`src/rtl/fwd_hazard_unit.sv`:
```
// EX-stage forwarding producer: holds the EX/MEM and MEM/WB pipeline registers,
// selects forwarding sources for EX operands and detects load-use hazards.
module fwd_hazard_unit #(
    parameter int XLEN  = 32,
    parameter int RA_W  = 5,
    parameter int CNT_W = 16
) (
    input  logic            clk,
    input  logic            rst_n,
    input  logic            i_ex_valid,
    input  logic [RA_W-1:0] i_ex_rs1,
    input  logic [RA_W-1:0] i_ex_rs2,
    input  logic [RA_W-1:0] i_ex_rd,
    input  logic            i_ex_reg_write,
    input  logic            i_ex_mem_read,
    input  logic [XLEN-1:0] i_ex_alu_result,
    input  logic [RA_W-1:0] i_id_rs1,
    input  logic [RA_W-1:0] i_id_rs2,
    input  logic            i_id_use_rs1,
    input  logic            i_id_use_rs2,
    input  logic [XLEN-1:0] i_mem_load_data,
    input  logic            i_flush,
    output logic [1:0]      o_forward_a,
    output logic [1:0]      o_forward_b,
    output logic [XLEN-1:0] o_forwarding_ex_mem,
    output logic [XLEN-1:0] o_forwarding_mem_wb,
    output logic            o_stall,
    output logic            o_bubble,
    output logic [RA_W-1:0] o_wb_rd,
    output logic            o_wb_we,
    output logic [XLEN-1:0] o_wb_data,
    output logic [CNT_W-1:0] o_stall_cnt
);

    logic [RA_W-1:0]  r_exm_rd;
    logic             r_exm_we;
    logic             r_exm_mem_read;
    logic [XLEN-1:0]  r_exm_result;
    logic [RA_W-1:0]  r_mwb_rd;
    logic             r_mwb_we;
    logic [XLEN-1:0]  r_mwb_data;
    logic [CNT_W-1:0] r_stall_cnt;

    logic [RA_W-1:0]  w_ex_rs [2];
    logic [1:0]       w_fwd   [2];
    logic             w_hz;
    logic             w_stall;

    assign w_ex_rs[0] = i_ex_rs1;
    assign w_ex_rs[1] = i_ex_rs2;

    // EX/MEM wins over MEM/WB; a load still in EX/MEM has no data yet and never forwards.
    for (genvar gi = 0; gi < 2; gi++) begin : g_fwd
        assign w_fwd[gi] =
            (r_exm_we && (r_exm_rd != '0) && (r_exm_rd == w_ex_rs[gi]) && !r_exm_mem_read) ? 2'b10 :
            (r_mwb_we && (r_mwb_rd != '0) && (r_mwb_rd == w_ex_rs[gi]))                    ? 2'b01 :
                                                                                             2'b00;
    end

    assign w_hz = i_ex_valid && i_ex_mem_read && (i_ex_rd != '0) &&
                  ((i_id_use_rs1 && (i_id_rs1 == i_ex_rd)) ||
                   (i_id_use_rs2 && (i_id_rs2 == i_ex_rd)));

    // Held low during reset so every output reads zero while rst_n is asserted.
    assign w_stall = w_hz && !i_flush && rst_n;

    always_ff @(posedge clk or negedge rst_n) begin
        if (!rst_n) begin
            r_exm_rd       <= '0;
            r_exm_we       <= 1'b0;
            r_exm_mem_read <= 1'b0;
            r_exm_result   <= '0;
            r_mwb_rd       <= '0;
            r_mwb_we       <= 1'b0;
            r_mwb_data     <= '0;
            r_stall_cnt    <= '0;
        end else begin
            r_exm_rd       <= i_ex_rd;
            r_exm_we       <= i_ex_reg_write && i_ex_valid;
            r_exm_mem_read <= i_ex_mem_read && i_ex_valid;
            r_exm_result   <= i_ex_alu_result;
            r_mwb_rd       <= r_exm_rd;
            r_mwb_we       <= r_exm_we;
            r_mwb_data     <= r_exm_mem_read ? i_mem_load_data : r_exm_result;
            if (w_stall && (r_stall_cnt != '1)) begin
                r_stall_cnt <= r_stall_cnt + CNT_W'(1);
            end
        end
    end

    assign o_forward_a         = w_fwd[0];
    assign o_forward_b         = w_fwd[1];
    assign o_forwarding_ex_mem = r_exm_result;
    assign o_forwarding_mem_wb = r_mwb_data;
    assign o_stall             = w_stall;
    assign o_bubble            = w_stall;
    assign o_wb_rd             = r_mwb_rd;
    assign o_wb_we             = r_mwb_we;
    assign o_wb_data           = r_mwb_data;
    assign o_stall_cnt         = r_stall_cnt;

endmodule

```
`config.mk`:
```
export PLATFORM = sky130hd
export DESIGN_NAME = fwd_hazard_unit
export DESIGN_NICKNAME = d
export VERILOG_FILES = /design/src/rtl/fwd_hazard_unit.sv
export SDC_FILE = /design/constraint.sdc
export NUM_CORES = 1
export LEC_CHECK = 0
export CAP_MARGIN = 20
export CORE_AREA = 2 2 102 104
export CTS_BUF_LIST = sky130_fd_sc_hd__clkbuf_2
export DETAILED_ROUTE_END_ITERATION = 6
export DIE_AREA = 0 0 104 106
export PLACE_DENSITY_LB_ADDON = 0.3
export SKIP_LAST_GASP = 1
export SLEW_MARGIN = 20
export SYNTH_ARGS = -nofsm -noshare
export SYNTH_HDL_FRONTEND = slang
export SYNTH_SLANG_ARGS = --single-unit
```
`constraint.sdc`:
```
create_clock -name clk -period 2.1 [get_ports clk]
set_input_delay 0.42 -clock clk [delete_from_list [all_inputs] [get_ports clk]]
set_output_delay 0.42 -clock clk [all_outputs]
set_load 0.03 [all_outputs]
```
==> results of run 1 <==
## what timing repair did
| action | CTS | global route |
|---|---|---|
| gates cloned | 0 | 0 |
| endpoints found under the hold margin | 37 | 0 |
| setup endpoints to repair | 70 | 55 |
| buffers inserted | 8 | 1 |
| pin swaps | 7 | 13 |
| hold buffers | 1 | 0 |
| gates resized for setup | 83 | 55 |
## per-layer routing
metal / GRT usage / part of all wire / vias up
met5: 0 / 0 / -
met4: 0.0618 / 0.0071 / 0
met3: 0.0601 / 0.081 / 6
met1: 0.206 / 0.37 / 1456
met2: 0.370 / 0.54 / 140
li1: - / - / 1368
## synthesized netlist by cell type, types with 5 or more instances
library cell,instances
sky130_fd_sc_hd__and3_1,5
sky130_fd_sc_hd__buf_4,33
sky130_fd_sc_hd__dfrtp_1,93
sky130_fd_sc_hd__mux2_2,32
sky130_fd_sc_hd__nand2_1,8
sky130_fd_sc_hd__nand3_1,13
sky130_fd_sc_hd__nand4_1,8
sky130_fd_sc_hd__xnor2_1,31
sky130_fd_sc_hd__xor2_1,14
## path summary, 6_finish.rpt
kind,start,to
min in group asynchronous,rst_n,o_stall_cnt[12]
max in group asynchronous,rst_n,o_forwarding_ex_mem[26]
setup reg to reg,o_stall_cnt[0],o_stall_cnt[8]
hold reg to reg,r_exm_we,o_wb_we
setup / recovery,o_wb_rd[1],o_forward_a[0]
hold / removal,i_ex_rd[3],r_exm_rd[3]
## logic make-up after synthesis
kind of cell    Yosys count  share of synthesized area
fa+ha+maj                 1                    0.00331
mux                      33                     0.0983
buf+inv                  39                     0.0718
flops                    93                      0.616
compound gates            6                     0.0152
simple gates             59                     0.0914
xor+xnor                 45                      0.104
## cells in the final DEF (no fill, tap or decap), types with 2 or more instances in the layout
master,count
sky130_fd_sc_hd__dlymetal6s2s_1,53
sky130_fd_sc_hd__xnor2_1,31
sky130_fd_sc_hd__nand3_1,13
sky130_fd_sc_hd__xor2_1,14
sky130_fd_sc_hd__nor2b_1,2
sky130_fd_sc_hd__buf_2,3
sky130_fd_sc_hd__nor4_4,3
sky130_fd_sc_hd__or4_4,4
sky130_fd_sc_hd__clkbuf_2,9
sky130_fd_sc_hd__and4_1,3
sky130_fd_sc_hd__mux2_2,32
sky130_fd_sc_hd__nor3_1,4
sky130_fd_sc_hd__dfrtp_2,5
sky130_fd_sc_hd__dfrtp_1,88
sky130_fd_sc_hd__nand4_1,8
sky130_fd_sc_hd__clkdlybuf4s50_1,94
sky130_fd_sc_hd__bufinv_16,2
sky130_fd_sc_hd__clkinv_1,3
sky130_fd_sc_hd__nand2_1,8
sky130_fd_sc_hd__buf_4,37
sky130_fd_sc_hd__nor2_1,2
sky130_fd_sc_hd__and3_1,5
sky130_fd_sc_hd__dlygate4sd2_1,62
sky130_fd_sc_hd__buf_6,3
sky130_fd_sc_hd__and2_1,2
## flip-flops by register name, summed over array words and instances (netlist names)
signal,flops
r_exm_mem_read,1
r_exm_rd,5
o_forwarding_mem_wb,32
o_wb_we,1
o_forwarding_ex_mem,32
o_wb_rd,5
o_stall_cnt,16
r_exm_we,1
## area by class of cell
type                            count  area [sq um]
Sequential cell                    93          2330
Multi-Input combinational cell    144          1260
Clock inverter                      7          87.6
Timing Repair Buffer              255          2510
Inverter                            1          3.75
Tap cell                          136           170
Fill cell                         799          3580
Clock buffer                        9          45.0
## power breakdown
group / internal, mW / switching, mW / total, mW
combinational: 0.443 / 0.494 / 0.937
sequential: 1.89 / 0.0543 / 1.94
clock: 0.386 / 0.580 / 0.966
## per-stage QoR
stage	worst slack, ns	util	TNS [ns]	cells
finish	-0.511	0.642	-1.74	645
global route	-0.641	0.642	-2.34	645
CTS	-0.675	0.627	-2.22	644
detailed placement	-0.390	0.614	-2.59	621
global placement	-0.392	0.614	-2.18	621
floorplan	-0.0181	-	-0.0213	276
==> flow_summary.rst, run 1 <==
.. list-table::
   :header-rows: 1

   * - Metric
     - Value
   * - Outcome
     - finished, violations left
   * - Failing checks
     - negative setup slack
   * - Setup skew after layout
     - 0.0314 ns
   * - Count of endpoints failing hold in the final timing report
     - 0
   * - Areal power density over the cells
     - 599 nW/um^2
   * - Port Buffer Count
     - 220
   * - Number of antenna violations at the first check in global routing
     - 0
   * - RSZ-0062 raised after global routing
     - yes
   * - Synth async-reset ratio
     - 1.00
   * - Post-layout instance area
     - 6410 sq um
   * - First-pass GRT wire length
     - 16600 um
   * - Library cell used as clock root buffer
     - sky130_fd_sc_hd__clkbuf_2
   * - Violation count after the first detailed-route iteration
     - 88
   * - Final-report max-slew violation count
     - 0
   * - Top-level I/O count
     - 221
   * - Time the final worst path needs with I/O delays and setup
     - 2.61 ns
   * - Leakage power
     - 3.24 nW
   * - H-tree depth reported by CTS
     - 3
   * - Layout area overhead
     - 69.7%
   * - Overall power of the completed layout
     - 3.84 mW
   * - Top flip-flop cell by instance count after synthesis
     - sky130_fd_sc_hd__dfrtp_1
   * - Total Routing Usage GR
     - 0.195
   * - Area of the die
     - 11000 sq um
   * - Max stage delay cell, worst path
     - sky130_fd_sc_hd__or4_4
   * - Headroom to the max-slew limit
     - 0.528
   * - Worst hold slack
     - 0.117 ns
   * - Fin nets
     - 602
   * - Last weighted congestion value of the routability-driven placer
     - 0.891
   * - Cell type contributing the most total cell area after synthesis
     - sky130_fd_sc_hd__dfrtp_1
   * - Critical setup path kind
     - reg2out
   * - Flop and latch count out of synthesis
     - 93
   * - Path type of the worst min-delay path
     - in2reg
   * - Number of cells on the worst hold path
     - 2
   * - Data arrival time of the critical path
     - 2.19 ns
   * - Share of the synthesized area in the top cell type
     - 0.616
   * - Final worst-path cycle share
     - 1.24
   * - DRT Wirelength
     - 10800 um
   * - Number of antenna diodes
     - 0
   * - Synth warn
     - 0
   * - Rows
     - 37
   * - Flop2flop setup slack
     - 0.18 ns
   * - Synth top area cells
     - sky130_fd_sc_hd__dfrtp_1 62%, sky130_fd_sc_hd__mux2_2 9.5%, sky130_fd_sc_hd__xnor2_1 7.2%
   * - Clock sink total
     - 93
   * - Family with the most delay on the worst path
     - simple AND/OR/NAND/NOR gates
   * - Combined area of all synthesized cells
     - 3780 sq um
   * - Fraction of layout instances using a drive strength above 1
     - 0.216
   * - Via-to-Cell Ratio
     - 4.60
   * - Crit. path cell count
     - 4
   * - Core region area
     - 10000 sq um
   * - HPWL after DPL
     - 8210 um
   * - Number of vias after detailed routing
     - 2970
   * - CTS tree
     - built
   * - Final routed wire length divided by cell count
     - 16.7 um
   * - Instance area after placement
     - 6140 sq um
   * - Horizontal die dimension
     - 104 um
   * - Actual slew at the worst max-slew pin
     - 0.708 ns
   * - Post-Syn Area per Cell
     - 13.7 sq um
   * - Max Clk Rate
     - 383 MHz
   * - Required time at the worst-slack endpoint
     - 1.68 ns
   * - Setup violations, final
     - 5
   * - Worst path buffer plus inverter count
     - 1
   * - Cells traversed along the worst timing path
     - xor2_1 -> or4_4 -> nor4_4 -> buf_4
   * - Sequential element share of the synthesized area
     - 0.616
   * - Effective utilization at floorplan
     - 0.378
   * - Worst IR drop on VDD
     - 0.332 mV
   * - Max stage delay on crit path
     - 0.54 ns
   * - Buffer depth of the longest clock path
     - 2
   * - Vias in the first global route
     - 3193
   * - Number of design rule violations left after detail routing
     - 0
   * - Overall die height
     - 106 um
   * - Number of maximum-capacitance constraint violations
     - 0
   * - TritonCTS Buffers
     - 9
   * - Largest net degree at the start of global routing
     - 57
   * - Antenna violation net count after detailed routing
     - 0
   * - Clock-pin slew of the registers on the worst-case setup and hold paths
     - 0.24 ns
   * - Slack of the critical path
     - -0.511 ns
   * - Post-synth EDFFs
     - 0
   * - Overflow after GRT
     - 0
   * - Worst-skew pair later-pin latency
     - 0.52 ns
   * - Endpoint class of the critical path
     - primary output
   * - Maximum fanout along the worst path
     - 4
   * - Cell count after synthesis
     - 276
   * - CP Launch Type
     - flip-flop
   * - Detailed-router iteration count before antenna repair
     - 4
   * - Number of nets in the synthesized netlist
     - 374
   * - Reg2Reg Depth
     - 6
   * - Yosys cell types
     - 30
Note: power is estimated with default switching activity, not from simulation.
==> run 2: changes to the inputs <==
--- a/config.mk
+++ b/config.mk
@@ -6,10 +6,10 @@
 export NUM_CORES = 1
 export LEC_CHECK = 0
 export CAP_MARGIN = 20
-export CORE_AREA = 2 2 102 104
+export CORE_AREA = 2 2 123 95
 export CTS_BUF_LIST = sky130_fd_sc_hd__clkbuf_2
 export DETAILED_ROUTE_END_ITERATION = 6
-export DIE_AREA = 0 0 104 106
+export DIE_AREA = 0 0 125 97
 export PLACE_DENSITY_LB_ADDON = 0.3
 export SKIP_LAST_GASP = 1
 export SLEW_MARGIN = 20
==> constraint.sdc (replaced) <==
create_clock -name clk -period 2.15 [get_ports clk]
set_input_delay 0.43 -clock clk [delete_from_list [all_inputs] [get_ports clk]]
set_output_delay 0.43 -clock clk [all_outputs]
set_load 0.03 [all_outputs]
==> flow_summary.rst, run 2 (synthesis results as in run 1) <==
.. list-table::
   :header-rows: 1

   * - Metric
     - Value
   * - Sum Neg Setup Slack
     - -1.61 ns
   * - Time the final worst path needs with I/O delays and setup
     - 2.62 ns
   * - Post-layout instance count excluding filler cells
     - 641
   * - Placed Instances
     - 623
   * - Number of vias after detailed routing
     - 2897
   * - Max Clk Rate
     - 381 MHz
   * - Number of antenna violations at the first check in global routing
     - 0
   * - Last weighted congestion value of the routability-driven placer
     - 0.898
   * - Worst Hold Endpoint
     - r_exm_rd[4]
   * - Final routed wire length divided by cell count
     - 17.7 um
   * - Headroom to the max-slew limit
     - 0.576
   * - Worst IR drop on VDD
     - 0.251 mV
   * - Overall power of the completed layout
     - 3.61 mW
   * - Final-report max-slew violation count
     - 0
   * - Overflow after GRT
     - 0
   * - Top-level I/O count
     - 221
   * - Layout area overhead
     - 72.6%
   * - Hold path startpoint
     - i_ex_rd[4]
   * - Largest net degree at the start of global routing
     - 52
   * - Cells traversed along the worst timing path
     - or4_4 -> o21ai_4 -> nor4_4 -> nor4_4 -> buf_6
   * - Commonest cells after routing, fill and taps aside
     - 88 x sky130_fd_sc_hd__dlymetal6s2s_1, 87 x sky130_fd_sc_hd__clkdlybuf4s50_1, 87 x sky130_fd_sc_hd__dfrtp_1
   * - Reg2Reg Depth
     - 6
   * - Total Routing Usage GR
     - 0.185
   * - Fraction of power consumed by the clock network
     - 0.211
   * - Slack of the critical path
     - -0.473 ns
   * - Flop2flop setup slack
     - 0.31 ns
   * - Worst R2R Start
     - o_stall_cnt[0]
   * - Outcome
     - finished, violations left
   * - CP dominant cell by count
     - sky130_fd_sc_hd__nor4_4
   * - Worst-skew pair later-pin latency
     - 0.54 ns
   * - Core region area
     - 10800 sq um
   * - Required time at the worst-slack endpoint
     - 1.72 ns
   * - Fin util
     - 0.603
   * - Effective utilization at floorplan
     - 0.349
   * - TritonCTS Buffers
     - 9
   * - Fin nets
     - 594
   * - CTS tree
     - built
   * - Logic gate share of total power
     - 0.264
   * - Clock-pin slew of the registers on the worst-case setup and hold paths
     - 0.25 ns
   * - Number of antenna diodes
     - 0
   * - Fraction of layout instances using a drive strength above 1
     - 0.224
   * - Rows
     - 33
   * - Detailed-router iteration count before antenna repair
     - 4
   * - Setup skew after layout
     - 0.0199 ns
   * - Antenna violation net count after detailed routing
     - 0
   * - Setup violations, final
     - 4
   * - Endpoint class of the critical path
     - primary output
   * - Internal power
     - 2.46 mW
   * - Vias in the first global route
     - 3146
   * - CP Launch Type
     - flip-flop
   * - Via-to-Cell Ratio
     - 4.52
   * - Clock sink total
     - 93
   * - Path type of the worst min-delay path
     - in2reg
   * - Area of the die
     - 12100 sq um
   * - Areal power density over the cells
     - 554 nW/um^2
   * - Violation count after the first detailed-route iteration
     - 89
   * - Critical setup path kind
     - reg2out
   * - Final worst-path cycle share
     - 1.22
   * - First-pass GRT wire length
     - 17400 um
   * - Maximum fanout along the worst path
     - 2
   * - Count of endpoints failing hold in the final timing report
     - 0
   * - Number of design rule violations left after detail routing
     - 0
   * - HPWL after DPL
     - 8550 um
   * - Horizontal die dimension
     - 125 um
   * - Library cell used as clock root buffer
     - sky130_fd_sc_hd__clkbuf_2
   * - Sequential group share of total power
     - 0.525
   * - Number of cells on the worst hold path
     - 2
   * - Data arrival time of the critical path
     - 2.19 ns
   * - Post-layout instance area
     - 6520 sq um
   * - Overall die height
     - 97 um
   * - Max stage delay on crit path
     - 0.56 ns
   * - Failing checks
     - negative setup slack
   * - H-tree depth reported by CTS
     - 3
   * - Number of maximum-capacitance constraint violations
     - 0
   * - Max stage delay cell, worst path
     - sky130_fd_sc_hd__or4_4
   * - Actual slew at the worst max-slew pin
     - 0.637 ns
   * - R2r endpoint
     - o_stall_cnt[3]
   * - Buffer depth of the longest clock path
     - 2
   * - Port Buffer Count
     - 220
   * - Most common cell after layout, fill and taps aside
     - sky130_fd_sc_hd__dlymetal6s2s_1
   * - Sw Pwr
     - 1.16 mW
   * - DRT Wirelength
     - 11300 um
   * - Instance area after placement
     - 6110 sq um
   * - Switching share of total power
     - 0.320
   * - RSZ-0062 raised after global routing
     - yes
   * - Leakage power
     - 3.50 nW
## run 2: cell count changes in the layout (fill, tap and decap cells not counted), sizes merged
cell | previous run | this run
clkdlybuf4s50 | 94 | 87
clkdlybuf4s15 | 1 | 2
dlygate4sd2 | 62 | 35
bufinv | 2 | 0
buf | 44 | 34
clkinvlp | 1 | 2
dlymetal6s2s | 53 | 88
clkinv | 3 | 4
## run 2: area by class of cell
| class | count | area (sq um) |
|---|---|---|
| tap | 140 | 175 |
| clock buffer | 9 | 45.0 |
| clock inverter | 7 | 51.3 |
| multi-input combinational | 144 | 1330 |
| fill | 877 | 4290 |
| inverter | 1 | 3.75 |
| sequential | 93 | 2330 |
| timing repair buffer | 247 | 2580 |
## run 2: worst max-delay path, delay by kind of cell (launching register included)
kind            cells  cell delay, ns
simple gates        3            0.79
flops               1            0.45
compound gates      1            0.25
buf+inv             1            0.17
## run 2: metrics by stage
stage                     hold WS, ns  setup WS (ns)
after floorplan                 0.134        -0.0326
after global placement          0.352         -0.357
after detailed placement        0.356         -0.383
after CTS                      0.0459         -0.571
after global routing           0.0247         -0.659
final                           0.113         -0.473
## run 2: worst max-delay path by stage
stage / end / depth (start not counted) / slack [ns] / start
4_1_cts: o_forward_a[0] / 5 / -0.57 / o_wb_rd[2]
5_1_grt: o_forward_a[0] / 5 / -0.66 / o_wb_rd[2]
3_5_place_dp: o_forward_b[0] / 5 / -0.38 / i_ex_rs2[2]
6_report: o_forward_a[0] / 5 / -0.47 / r_exm_rd[2]
3_3_place_gp: o_forward_b[0] / 5 / -0.36 / i_ex_rs2[2]
2_1_floorplan: o_forward_a[0] / 4 / -0.03 / o_wb_rd[2]
## run 2: what timing repair did
action | 4_1_cts | 5_1_grt
buffers inserted | 3 | 0
hold buffers | 1 | 0
pin swaps | 12 | 6
endpoints found under the hold margin | 93 | 0
setup endpoints to repair | 39 | 91
gates resized for setup | 64 | 92
## run 2: power groups by stage
stage          combinational [mW]  clock, mW  sequential (mW)
4_1_cts                     0.973      0.797             1.91
2_1_floorplan               0.296          0             2.10
3_3_place_gp                0.953          0             1.93
3_5_place_dp                0.961          0             1.94
6_report                    0.954      0.762             1.90
5_1_grt                      1.00      0.878             1.91
## run 2: per-layer routing
layer	track usage	vias to the layer above	wire length (um)
li1	-	1358	-
met1	0.232	1402	4870
met2	0.317	119	5750
met3	0.0503	18	554
met4	0.0487	0	159
met5	0	-	0
==> run 3: changes to the inputs <==
--- a/config.mk
+++ b/config.mk
@@ -5,7 +5,7 @@
 export SDC_FILE = /design/constraint.sdc
 export NUM_CORES = 1
 export LEC_CHECK = 0
-export CAP_MARGIN = 20
+export CAP_MARGIN = 25
 export CORE_AREA = 2 2 123 95
 export CTS_BUF_LIST = sky130_fd_sc_hd__clkbuf_2
 export DETAILED_ROUTE_END_ITERATION = 6
@@ -16,3 +16,4 @@
 export SYNTH_ARGS = -nofsm -noshare
 export SYNTH_HDL_FRONTEND = slang
 export SYNTH_SLANG_ARGS = --single-unit
+export TNS_END_PERCENT = 100
==> results of run 3 <==
Final layout, timing and power as in run 2 (identical DEF).
==> RTL edit 1: new RTL, config.mk and constraints of run 1 <==
Make the reset (`rst_n`) synchronous in one clocked block.
--- a/src/rtl/fwd_hazard_unit.sv
+++ b/src/rtl/fwd_hazard_unit.sv
@@ -64,7 +64,7 @@
     // Held low during reset so every output reads zero while rst_n is asserted.
     assign w_stall = w_hz && !i_flush && rst_n;
 
-    always_ff @(posedge clk or negedge rst_n) begin
+    always_ff @(posedge clk) begin
         if (!rst_n) begin
             r_exm_rd       <= '0;
             r_exm_we       <= 1'b0;
Formal check against the unedited RTL: differs if rst_n is asserted again (counterexample within 4 cycles, from zero or initial values and one cycle with rst_n low); with rst_n held inactive, the same outputs for 10 cycles.
==> RTL edit 1 against run 1 <==
  * The run still ends with negative setup slack left
  * Synthesized area rose by 1.5%
  * Non-clock buffer count rose by 39
  * Die area did not move
  * Global-route usage rose by 2.3 points
  * Sequential cell count did not move
  * Routed wire length rose by 19%
  * Sequential share of layout area fell by 8.9 points
  * Worst setup slack improved by 0.082 ns
  * Cell area rose by 7.0%
  * Power fell by 4.2%
  * First-iteration DRC count rose by 49%
  * Sequential power fell by 3%
  * Largest cell class unchanged
  * Largest power group unchanged
==> RTL edit 1: results <==
[place]
globalplace.congestion = 0.876
dp_hpwl_um = 8740
place_inst = 734

[synthesis]
synthTopCellsByCount = "93 x dfxtp_1, 46 x and2_1, 38 x nor2_1"
syn_nets = 484
async_flop_share_pct = 0
yosysSeqAreaShare_pct = 48.5
avgSynthCellArea_um2 = 9.94
synth_area_leaders = "dfxtp_1 49%, mux2i_1 8.9%, and2_1 7.5%, buf_4 6.7%, nor2_1 3.7%"

[grt]
gr-usage-all-layers_pct = 21.8
grt_max_degree = 51
grt_pass1_wl_um = 19200

[finish]
fillers = 803
drive_above_1_share_pct = 21.2
final_nets = 739
area_delta_synth_final_pct = 78.8

[detailed_routing]
routed_via_density = 4.75
drt-initial-drc-count = 131
wl_per_cell_um = 16.4
vias = 3715

[timing]
tightest_slew_ns = 0.604
setup_ws_ns = -0.429
setup_viol_count_final = 5
skew_ns = 0.0426

[critical_path]
r2r-start = "o_stall_cnt[0]"
r2r_cells = 7
r2r_slack_ns = 0.10
startpoint = "o_wb_rd[1]"
r2r-end = "o_stall_cnt[3]"

[pwr]
cellLeakagePower_nw = 3.49
ir_drop_uv = 294

[run_status]
outcome = "finished, violations left"
violations = "negative setup slack"
-- RTL edit 1: cell type report --
class                   count  area share [%]
repair buffers            294            41.8
flip-flops and latches     93            27.5
multi-input cells         238            26.4
well taps                 136            2.48
clock inverters             6           0.893
clock buffers              10           0.729
inverters                   5           0.273
-- RTL edit 1: worst min path at each step --
stage / from / slack [ns] / depth (start not counted) / end
finish: i_ex_rd[4] / 0.18 / 2 / r_exm_rd[4]
global route: i_ex_rd[4] / 0.12 / 2 / r_exm_rd[4]
CTS: i_ex_rd[1] / 0.23 / 2 / r_exm_rd[1]
detailed placement: r_exm_we / 0.44 / 1 / o_wb_we
global placement: r_exm_we / 0.44 / 1 / o_wb_we
floorplan: r_exm_we / 0.42 / 1 / o_wb_we
-- RTL edit 1: kinds of logic (layout without fill, tap and decap cells) --
kind of cell               after synthesis  after routing  share of synthesized area (%)
AOI/OAI and AO/OA                       35             35                           6.46
xor gates and xnor gates                30             30                           6.85
adders and majority gates                1              1                          0.326
buffers and inverters                   55            315                           9.00
DFF                                     93             93                           48.5
muxes                                   34             34                           8.87
and+or+nand+nor                        138            138                           20.0
-- RTL edit 1: what timing repair did --
item,4_1_cts,5_1_grt
cloned,1,0
pin swaps,20,17
setup buffers,33,2
gates resized for setup,48,79
endpoints found under the setup margin,21,64
-- RTL edit 1: metrics by stage --
stage	TNS [ns]	setup slack [ns]	utilization, %
floorplan	0	0.00634	-
global placement	-7.45	-0.370	62.7
detailed placement	-9.97	-0.418	62.7
CTS	-1.62	-0.463	66.5
global route	-1.96	-0.523	68.6
finish	-1.28	-0.429	68.6
-- RTL edit 1: critical path, stage by stage (launching register included) --
cell and delay [ns]:
dfxtp_4 0.40, buf_4 0.13, xor2_1 0.16, or4_4 0.43, nor4_4 0.31, buf_6 0.17
-- RTL edit 1: report_power, final --
group | internal (mW) | switching [mW] | total (mW)
combinational | 0.479 | 0.442 | 0.921
sequential | 1.84 | 0.0435 | 1.89
clock | 0.280 | 0.597 | 0.877
-- RTL edit 1: routing by layer --
metal	global-route usage, %	wire length (µm)	up-vias
met5	0	0	-
met4	7.05	297	0
met3	4.41	644	21
met2	41.4	7020	146
met1	24.4	4840	1756
li1	-	-	1792
==> RTL edit 2: new RTL, flow settings as in run 1 <==
Made on the original files. Set the parameter `RA_W` to 7 (it was 5).
--- a/src/rtl/fwd_hazard_unit.sv
+++ b/src/rtl/fwd_hazard_unit.sv
@@ -2,7 +2,7 @@
 // selects forwarding sources for EX operands and detects load-use hazards.
 module fwd_hazard_unit #(
     parameter int XLEN  = 32,
-    parameter int RA_W  = 5,
+    parameter int RA_W  = 7,
     parameter int CNT_W = 16
 ) (
     input  logic            clk,
Ports: changed (6 resized); port bits go from 221 to 233. The function was not compared with the original's and may differ.
==> RTL edit 2 against run 1 <==
  * The flow still finishes with violations (negative setup slack)
  * Critical path type unchanged
  * Highest routed layer unchanged
  * Power is 0.10% higher
  * Sequential cell count is 4 higher
  * Synthesized area is 8.1% higher
  * Combinational power is 0.9% higher
  * Routed wire length is 7.2% higher
  * Cell area is 4.2% higher
  * Worst setup slack better by 0.13 ns
  * Register-to-register slack worse by 0.06 ns
  * Clock skew is 0.0054 ns lower
==> RTL edit 2: results <==
[finish]
stdcell_count = 680
fillers = 825

[grt]
grt_pass1_wl_um = 17700
met1_usage_pct = 24.2
gr-usage-all-layers_pct = 20.9
grt_pass1_vias = 3402
gr-usage-met2_pct = 37.5
grt_util_met3_pct = 4.23

[pwr]
ir_drop_uv = 356

[timing]
setup_ws_ns = -0.377
tns_ns = -1.09
skew_ns = 0.0259
setup_viol_count_final = 4
hold_slack_ns = 0.109

[synthesis]
synth_area_leaders = "dfrtp_1 59%, mux2_2 9.4%, buf_4 6.1%, xnor2_1 6.0%, xor2_1 5.8%"
synthTopCellsByCount = "97 x dfrtp_1, 34 x mux2_2, 33 x buf_4"

[detailed_routing]
drt-total-wl_um = 11500

[critical_path]
critPathMaxFanout = 2
cp_slowest_stage_delay_ns = 0.56
r2r-end = "o_stall_cnt[1]"
worstPathArrival_ns = 2.06

[place]
numPortBuffers = 232
place_ws_ns = -0.446

[run_status]
outcome = "finished, violations left"
violations = "negative setup slack"
## RTL edit 2: area by class of cell
type / instances / area share, %
tap: 136 / 2.55
antenna: 2 / 0.0749
sequential: 97 / 36.4
multi-input combinational: 163 / 22.0
timing repair buffer: 267 / 37.4
clock buffer: 10 / 0.749
inverter: 1 / 0.0561
clock inverter: 4 / 0.824
## RTL edit 2: repair_timing
| item | 4_1_cts | 5_1_grt |
|---|---|---|
| gates resized for setup | 138 | 49 |
| buffers inserted | 3 | 3 |
| hold buffers | 2 | 2 |
| setup endpoints to repair | 104 | 30 |
| pin swaps | 15 | 10 |
| hold endpoints to repair | 45 | 2 |
## RTL edit 2: cell families after synthesis
| group | synth area share, % |
|---|---|
| xor+xnor | 11.8 |
| flops | 59.4 |
| simple gates | 10.8 |
| compound gates | 0.980 |
| fa+ha+maj | 0.306 |
| buf+inv | 7.04 |
| mux | 9.62 |
